## config.mk

```make
export PLATFORM = sky130hd
export DESIGN_NAME = lsu_mem_initiator
export DESIGN_NICKNAME = d
export VERILOG_FILES = /design/src/rtl/lsu_pkg.sv /design/src/rtl/lsu_lane_fmt.sv /design/src/rtl/lsu_mem_initiator.sv
export SDC_FILE = /design/constraint.sdc
export NUM_CORES = 1
export LEC_CHECK = 0
export CORE_UTILIZATION = 51
export DETAILED_ROUTE_END_ITERATION = 10
export PLACE_DENSITY_LB_ADDON = 0.05
export SLEW_MARGIN = 5
export SYNTH_ARGS = -nofsm -noshare
export SYNTH_HDL_FRONTEND = slang
export SYNTH_SLANG_ARGS = --single-unit
```

## constraint.sdc

```tcl
create_clock -name clk -period 9.48 [get_ports clk]
set_clock_uncertainty 0.05 [all_clocks]
set_input_delay 2.844 -clock clk [delete_from_list [all_inputs] [get_ports clk]]
set_output_delay 2.844 -clock clk [all_outputs]
set_load 0.02 [all_outputs]
```

## src/rtl/lsu_pkg.sv

```systemverilog
// Shared definitions for the MEM-stage load/store initiator: type codes,
// FSM states, byte-enable base patterns and the latched request record.
package lsu_pkg;

    localparam logic [2:0] TYPE_B  = 3'b000;
    localparam logic [2:0] TYPE_H  = 3'b001;
    localparam logic [2:0] TYPE_W  = 3'b010;
    localparam logic [2:0] TYPE_BU = 3'b011;
    localparam logic [2:0] TYPE_HU = 3'b100;

    localparam logic [3:0] BE_BYTE = 4'b0001;
    localparam logic [3:0] BE_HALF = 4'b0011;
    localparam logic [3:0] BE_WORD = 4'b1111;

    typedef enum logic [1:0] {
        ST_IDLE   = 2'd0,
        ST_ACCESS = 2'd1,
        ST_DONE   = 2'd2
    } lsu_state_e;

    typedef struct packed {
        logic        store;
        logic [2:0]  typ;
        logic [1:0]  lane;
        logic [31:0] addr;
        logic [3:0]  be;
        logic [31:0] wdata;
    } lsu_req_t;

    // Stores only exist for the signed/word codes; anything above HU is undefined.
    function automatic logic type_illegal(input logic store, input logic [2:0] typ);
        logic bad;
        bad = (typ > TYPE_HU) || (store && (typ > TYPE_W));
        return bad;
    endfunction

    function automatic logic type_misaligned(input logic [2:0] typ, input logic [1:0] lane);
        logic bad;
        bad = 1'b0;
        case (typ)
            TYPE_H, TYPE_HU: bad = lane[0];
            TYPE_W:          bad = (lane != 2'b00);
            default:         bad = 1'b0;
        endcase
        return bad;
    endfunction

endpackage

```

## src/rtl/lsu_lane_fmt.sv

```systemverilog
// Lane formatter: byte-enable generation, store-data replication and
// load extract with sign/zero extension for a given type and lane.
module lsu_lane_fmt
    import lsu_pkg::*;
(
    input  logic [2:0]  op_type,
    input  logic [1:0]  lane,
    input  logic [31:0] store_data,
    input  logic [31:0] rdata,
    output logic [3:0]  be,
    output logic [31:0] wdata,
    output logic [31:0] load_val
);

    logic [31:0] shifted;

    assign shifted = rdata >> {lane, 3'b000};

    always_comb begin
        be    = BE_WORD;
        wdata = store_data;
        case (op_type)
            TYPE_B, TYPE_BU: begin
                be    = BE_BYTE << lane;
                wdata = {4{store_data[7:0]}};
            end
            TYPE_H, TYPE_HU: begin
                be    = BE_HALF << lane;
                wdata = {2{store_data[15:0]}};
            end
            default: begin
                be    = BE_WORD;
                wdata = store_data;
            end
        endcase
    end

    always_comb begin
        load_val = shifted;
        case (op_type)
            TYPE_B:  load_val = {{24{shifted[7]}}, shifted[7:0]};
            TYPE_H:  load_val = {{16{shifted[15]}}, shifted[15:0]};
            TYPE_BU: load_val = {24'h0, shifted[7:0]};
            TYPE_HU: load_val = {16'h0, shifted[15:0]};
            default: load_val = shifted;
        endcase
    end

endmodule

```

## src/rtl/lsu_mem_initiator.sv

```systemverilog
// MEM-stage load/store initiator: validates an op, runs one req/ack access on
// the word-organised data port with a timeout, and returns formatted load data.
module lsu_mem_initiator
    import lsu_pkg::*;
#(
    parameter int TIMEOUT = 16,
    parameter int CNT_W   = 5
) (
    input  logic        clk,
    input  logic        reset,
    input  logic        op_valid,
    input  logic        op_store,
    input  logic [2:0]  op_type,
    input  logic [31:0] base,
    input  logic [31:0] offset,
    input  logic [31:0] store_data,
    output logic        stall,
    output logic        load_valid,
    output logic [31:0] load_data,
    output logic        misaligned,
    output logic        bus_err,
    output logic        mem_req,
    output logic        mem_we,
    output logic [31:0] mem_addr,
    output logic [3:0]  mem_be,
    output logic [31:0] mem_wdata,
    input  logic        mem_ack,
    input  logic [31:0] mem_rdata
);

    // Valid/ready contract: an op is taken in IDLE in the cycle op_valid is high
    // and stall is low only when it is rejected; mem_req stays high, with all
    // request fields stable, until the cycle mem_ack is seen (or the timeout).

    lsu_state_e       state;
    logic [CNT_W-1:0] cnt;
    lsu_req_t         req;
    logic             req_q;
    logic             load_valid_q;
    logic             timeout_q;

    logic [31:0] ea;
    logic        in_idle;
    logic        op_illegal;
    logic        op_unaligned;
    logic        accept;
    logic [2:0]  fmt_type;
    logic [1:0]  fmt_lane;
    logic [3:0]  fmt_be;
    logic [31:0] fmt_wdata;
    logic [31:0] fmt_load;

    assign ea           = base + offset;
    assign in_idle      = (state == ST_IDLE) && op_valid;
    assign op_illegal   = in_idle && type_illegal(op_store, op_type);
    assign op_unaligned = in_idle && !type_illegal(op_store, op_type)
                          && type_misaligned(op_type, ea[1:0]);
    assign accept       = in_idle && !op_illegal && !op_unaligned;

    // One formatter serves both phases: the incoming op while idle, the latched op during ACCESS.
    assign fmt_type = (state == ST_ACCESS) ? req.typ  : op_type;
    assign fmt_lane = (state == ST_ACCESS) ? req.lane : ea[1:0];

    lsu_lane_fmt u_fmt (
        .op_type    (fmt_type),
        .lane       (fmt_lane),
        .store_data (store_data),
        .rdata      (mem_rdata),
        .be         (fmt_be),
        .wdata      (fmt_wdata),
        .load_val   (fmt_load)
    );

    always_ff @(posedge clk) begin
        if (reset) begin
            state        <= ST_IDLE;
            cnt          <= '0;
            req          <= '0;
            req_q        <= 1'b0;
            load_valid_q <= 1'b0;
            timeout_q    <= 1'b0;
            load_data    <= '0;
        end else begin
            case (state)
                ST_IDLE: begin
                    if (accept) begin
                        req.store <= op_store;
                        req.typ   <= op_type;
                        req.lane  <= ea[1:0];
                        req.addr  <= {ea[31:2], 2'b00};
                        req.be    <= fmt_be;
                        req.wdata <= op_store ? fmt_wdata : 32'h0;
                        req_q     <= 1'b1;
                        cnt       <= '0;
                        state     <= ST_ACCESS;
                    end
                end
                ST_ACCESS: begin
                    cnt <= cnt + 1'b1;
                    if (mem_ack) begin
                        req_q <= 1'b0;
                        state <= ST_DONE;
                        if (!req.store) begin
                            load_data    <= fmt_load;
                            load_valid_q <= 1'b1;
                        end
                    end else if (cnt == CNT_W'(TIMEOUT - 1)) begin
                        req_q     <= 1'b0;
                        timeout_q <= 1'b1;
                        state     <= ST_DONE;
                    end
                end
                ST_DONE: begin
                    cnt          <= '0;
                    load_valid_q <= 1'b0;
                    timeout_q    <= 1'b0;
                    state        <= ST_IDLE;
                end
                default: begin
                    state <= ST_IDLE;
                end
            endcase
        end
    end

    assign stall      = accept || (state == ST_ACCESS);
    assign load_valid = load_valid_q;
    assign misaligned = op_unaligned;
    assign bus_err    = op_illegal || timeout_q;

    // Request fields are qualified by mem_req so the port reads all-zero when idle.
    assign mem_req   = req_q;
    assign mem_we    = req_q && req.store;
    assign mem_addr  = req_q ? req.addr  : 32'h0;
    assign mem_be    = req_q ? req.be    : 4'h0;
    assign mem_wdata = req_q ? req.wdata : 32'h0;

endmodule

```

Word level (Yosys, flattened, before mapping)
Cells that the tools add are included.

cells by class
  add/subtract/negate cells = 2
  order comparisons = 2
  equal/unequal tests = 15
  shifts and indexed selects = 3
  muxes and demuxes = 26
  bitwise operators = 1
  reductions and logical operators = 30

operators with widths
  kind                 number
  $pmux 32 s4          1
  $mux 32              3
  $pmux 32 s2          1
  $add 32x32->32       1
  $shr 32x5->32        1
  $pmux 5 s3           1
  $reduce_and 3->1     4
  $logic_and 1x1->1    8
  $mux 2               4
  $ne 2x2->1 const B   4
  $pmux 1 s2           4
  $pmux 4 s2           1
  $mux 1               7
  $eq 3x1->1 const B   2
  $eq 3x2->1 const B   2
  $eq 3x3->1 const B   2
  $reduce_and 2->1     3
  $reduce_bool 2->1    3
  $reduce_or 2->1      3
  $add 5x1->5 const B  1
  $eq 5x4->1 const B   1
  $mux 5               1
  $mux 4               1
  $pmux 2 s2           1
  other kinds (15)     19

word-level totals
  bits in registers = 114
  logic and storage cells = 91

Longest topological paths before layout
  depth after elaboration = 10
  mapped depth = 12
  gate-level depth less buffers = 9

Hierarchy
From an unflattened synthesis, not the netlist that was laid out.

second synthesis, totals
  cell total of the unflattened synthesis = 1031
  area, all modules = 7911.3 um2

by module, submodules not included
  module             instances  cells each  area an instance (um2)  seq. area each (um2)
  lsu_mem_initiator  1          834         6441.2                  2282.2
  lsu_lane_fmt       1          197         1470.2                  0.0

Worst setup path after synthesis
OpenSTA, ideal clock, no wires.

  path kind = input port to output port
  start point = in offset[0]
  end point = out stall
  data arrival time = 4630 ps
  setup slack = 1956 ps
  stages = 7
  cells stage by stage = ha_1 -> fa_1 -> and3b_1 -> a21oi_1 -> o221ai_2 -> clkbuf_1 -> nand2b_1

on the way
  word-level cells in the longest chain between the ends = 7

ends and longest elaborated chain
  item               RTL line                  source
  start, declared    lsu_mem_initiator.sv:15   input logic [31:0] offset,
  $add 32x32->32     lsu_mem_initiator.sv:53   assign ea = base + offset;
  named net ea[1]    lsu_mem_initiator.sv:42   logic [31:0] ea;
  $reduce_bool 2->1  lsu_pkg.sv:42             TYPE_W: bad = (lane != 2'b00);
  $pmux 1 s2         lsu_pkg.sv:40             case (typ)
  $logic_and 1x1->1  lsu_mem_initiator.sv:57   && type_misaligned(op_type, ea[1:0]);
  $logic_not 1->1    lsu_mem_initiator.sv:58   assign accept = in_idle && !op_illegal && !op_unaligned;
  $logic_and 1x1->1  lsu_mem_initiator.sv:58
  $logic_or 1x1->1   lsu_mem_initiator.sv:126  assign stall = accept || (state == ST_ACCESS);
  end, declared      lsu_mem_initiator.sv:17   output logic stall,

The timed path passes the listed nets, and every way through them passes these cells.

Final worst setup path
  start point = in offset[0]
  end point = out misaligned

on the way
  word-level cells in the longest chain between the ends = 4

ends and longest elaborated chain
  item               RTL line                 source
  $add 32x32->32     lsu_mem_initiator.sv:53
  named net ea[1]    lsu_mem_initiator.sv:42
  $reduce_bool 2->1  lsu_pkg.sv:42
  $pmux 1 s2         lsu_pkg.sv:40
  $logic_and 1x1->1  lsu_mem_initiator.sv:57
  end, declared      lsu_mem_initiator.sv:20  output logic misaligned,

The timed path passes the listed nets, and every way through them passes these cells.

==> reports/results.txt <==
status - completed
largest net degree at the start of global routing - 80
final core utilization - 72.10%
mapped cell area - 7528 um^2
Hold WS - 391.6 ps
FF-to-FF Start - state[1]
post-synth top area cell - dfxtp_1
Reg clk slew, reported paths - 50 ps
cts repair resizes - 0
antenna violations before repair - 0
CTS H-tree lvls - 4
DRC - 0
# diodes - 0
Max Root-Sink Buffers - 2
synthesized flop and latch total - 114
top post-synthesis cells by area - dfxtp_1 (30%), nand2_1 (7.1%), a21oi_1 (6.8%)
Routed WL per cell - 16.14 um
Power Density - 177.5 nW/um^2
via count - 7594
final hold violation count - 0
Cell variety after synth - 77
crit-path max FO - 4
total gr overflow - 0
number of port buffers - 239
Post-CTS Setup Inserts - 0
WP data arrival - 5530 ps
Die Y - 123.5 um
FF-to-FF setup slack - 5830 ps
first-iteration detailed-routing DRC count - 537
floorplan row count - 44
fin nets - 1326
mean area per synthesized cell - 7.900 um^2
Primary FF master, synth - dfxtp_1
Clock Tree Root - clkbuf_16
Fmax - 118.7 MHz
crit start category - input pin
Yosys top cell area share - 30.31%
post-DP HPWL - 15710 um
r2r endpoint - load_data[19]
first-pass GRT wire length - 34980 um
IO Pins - 242
RSZ-0062 raised after global routing - false
maximum VDD drop - 0.1435 mV
LEAKAGE - 4.102 nW
DRT Pass-1 Iters - 6
length in cells of the worst reg-to-reg path - 8
multi-input combinational cell area - 4927 um^2
number of buffers created by CTS - 17
last element of the critical path - misaligned
maxcap violations - 0
Area Growth Syn to Fin - 38.66%
Reg area - 2283 um^2
crit path time final - 8427 ps
GRT Util Overall - 29.09%
Core Region - 14480 um^2
Die ar. - 15250 um^2
ys async rst share - 0%
gpl congestion - 0.9280
synth warn - 0
Hold Path Class - flop to flop
Post-synth EDFFs - 0
worst slew pin tran - 1039 ps
setup TNS - 0 ps
Mapped Cells - 953
sequential share of the synthesized area - 30.31%
max-slew violation count - 0
Crit. Startpoint - offset[0]
clk_lat worst skew - 410 ps
Via density - 5.650
CP Capture Type - output pin
number of global-route vias before repair - 7119
clk sink count - 114
die width - 123.5 um
share of layout cells above drive strength 1 - 6.724%
Slew HR - 30.71%
Starting Density - 52.00%
Final period util - 88.89%
Hold Buf Count CTS - 0
ANT nets after route - 0
CTS tree - yes
total wire length - 21690 um
final setup violation count - 0
Worst Path Required - 6590 ps
fillers - 1201
Worst Setup Path Type - input pin to output pin
[final cells by class]
cell class	count	share of cell area, %
inverters	11	0.3955
well taps	184	2.205
flip-flops and latches	114	21.87
clock buffers	20	4.375
repair buffers	245	23.32
multi-input cells	762	47.20
clock inverters	8	0.6233
[logic make-up after synthesis]
logic type | count (synthesis) | share of synthesized area, %
buffers and inverters | 78 | 4.570
other | 1 | 0.04981
AOI/OAI and AO/OA | 272 | 24.98
muxes | 43 | 6.182
adders and majority gates | 39 | 6.581
xor gates and xnor gates | 23 | 2.676
and+or+nand+nor | 383 | 24.65
DFF | 114 | 30.31
[layer usage]
layer  global-route usage [%]  up-vias  wire length (um)
met3                    5.535       28              1436
met4                    9.111        0               408
met2                    48.50      270             10270
li1                         -     3813                 -
met5                        0        -                 0
met1                    37.75     3483              9578
[where the power goes]
part / internal, W / switching (W) / total, W
registers: 0.000537 / 0.0000422 / 0.000580
clock network: 0.000363 / 0.000209 / 0.000572
logic: 0.000304 / 0.000398 / 0.000702
[worst min path at each step]
stage | start | endpoint | slack (ps) | cells past startpoint
6_report | req[44] | req[44] | 390 | 2
2_1_floorplan | req[52] | req[52] | 370 | 2
5_1_grt | req[27] | req[27] | 410 | 2
3_5_place_dp | req[44] | req[44] | 390 | 2
3_3_place_gp | req[52] | req[52] | 380 | 2
4_1_cts | req[44] | req[44] | 400 | 2
[cell usage after synthesis, drive strengths merged, types with 9 or more instances]
cell,instances
o21ai,38
buf,20
ha,38
nand3,45
xor2,17
inv,11
clkbuf,47
a211oi,27
nand2,145
and2,69
nor2,63
a21o,17
a2bb2oi,9
dfxtp,114
a21oi,102
mux2i,31
o211a,9
o211ai,13
mux2,12
a31oi,9
[flip-flops by register name (all words and copies together), names as in the netlist]
name,flops
state,2
timeout_q,1
mem_req,1
cnt,5
load_data,32
load_valid,1
req,72
[critical path, stage by stage]
cell             delay [ps]
clkdlybuf4s50_1         400
ha_1                    240
fa_1                    630
and3b_1                 190
a21oi_1                  70
o22ai_1                 310
and2_1                  190
clkdlybuf4s50_1         640
[through the flow]
step | instance area [um^2] | std cells | setup WS (ps) | total power, W
final | 10440 | 1344 | 1053 | 0.001853
after global routing | 10440 | 1344 | 927.8 | 0.001956
after CTS | 10440 | 1344 | 1058 | 0.001859
after detailed placement | 9917 | 1316 | 1085 | 0.001284
after global placement | 9917 | 1316 | 1109 | 0.001276
after floorplan | 7532 | 954 | 1956 | 0.001059
[layout by cell type, fill, tap and decap left out, drive strengths merged, types with 17 or more instances in the layout]
cell type / instances
a211oi: 27
mux2i: 31
ha: 38
dfxtp: 114
nor2: 63
a21oi: 102
nand3: 45
and2: 69
o21ai: 38
a21o: 17
clkbuf: 20
clkdlybuf4s50: 238
xor2: 17
nand2: 145
Power figures use the tool's default switching activity.
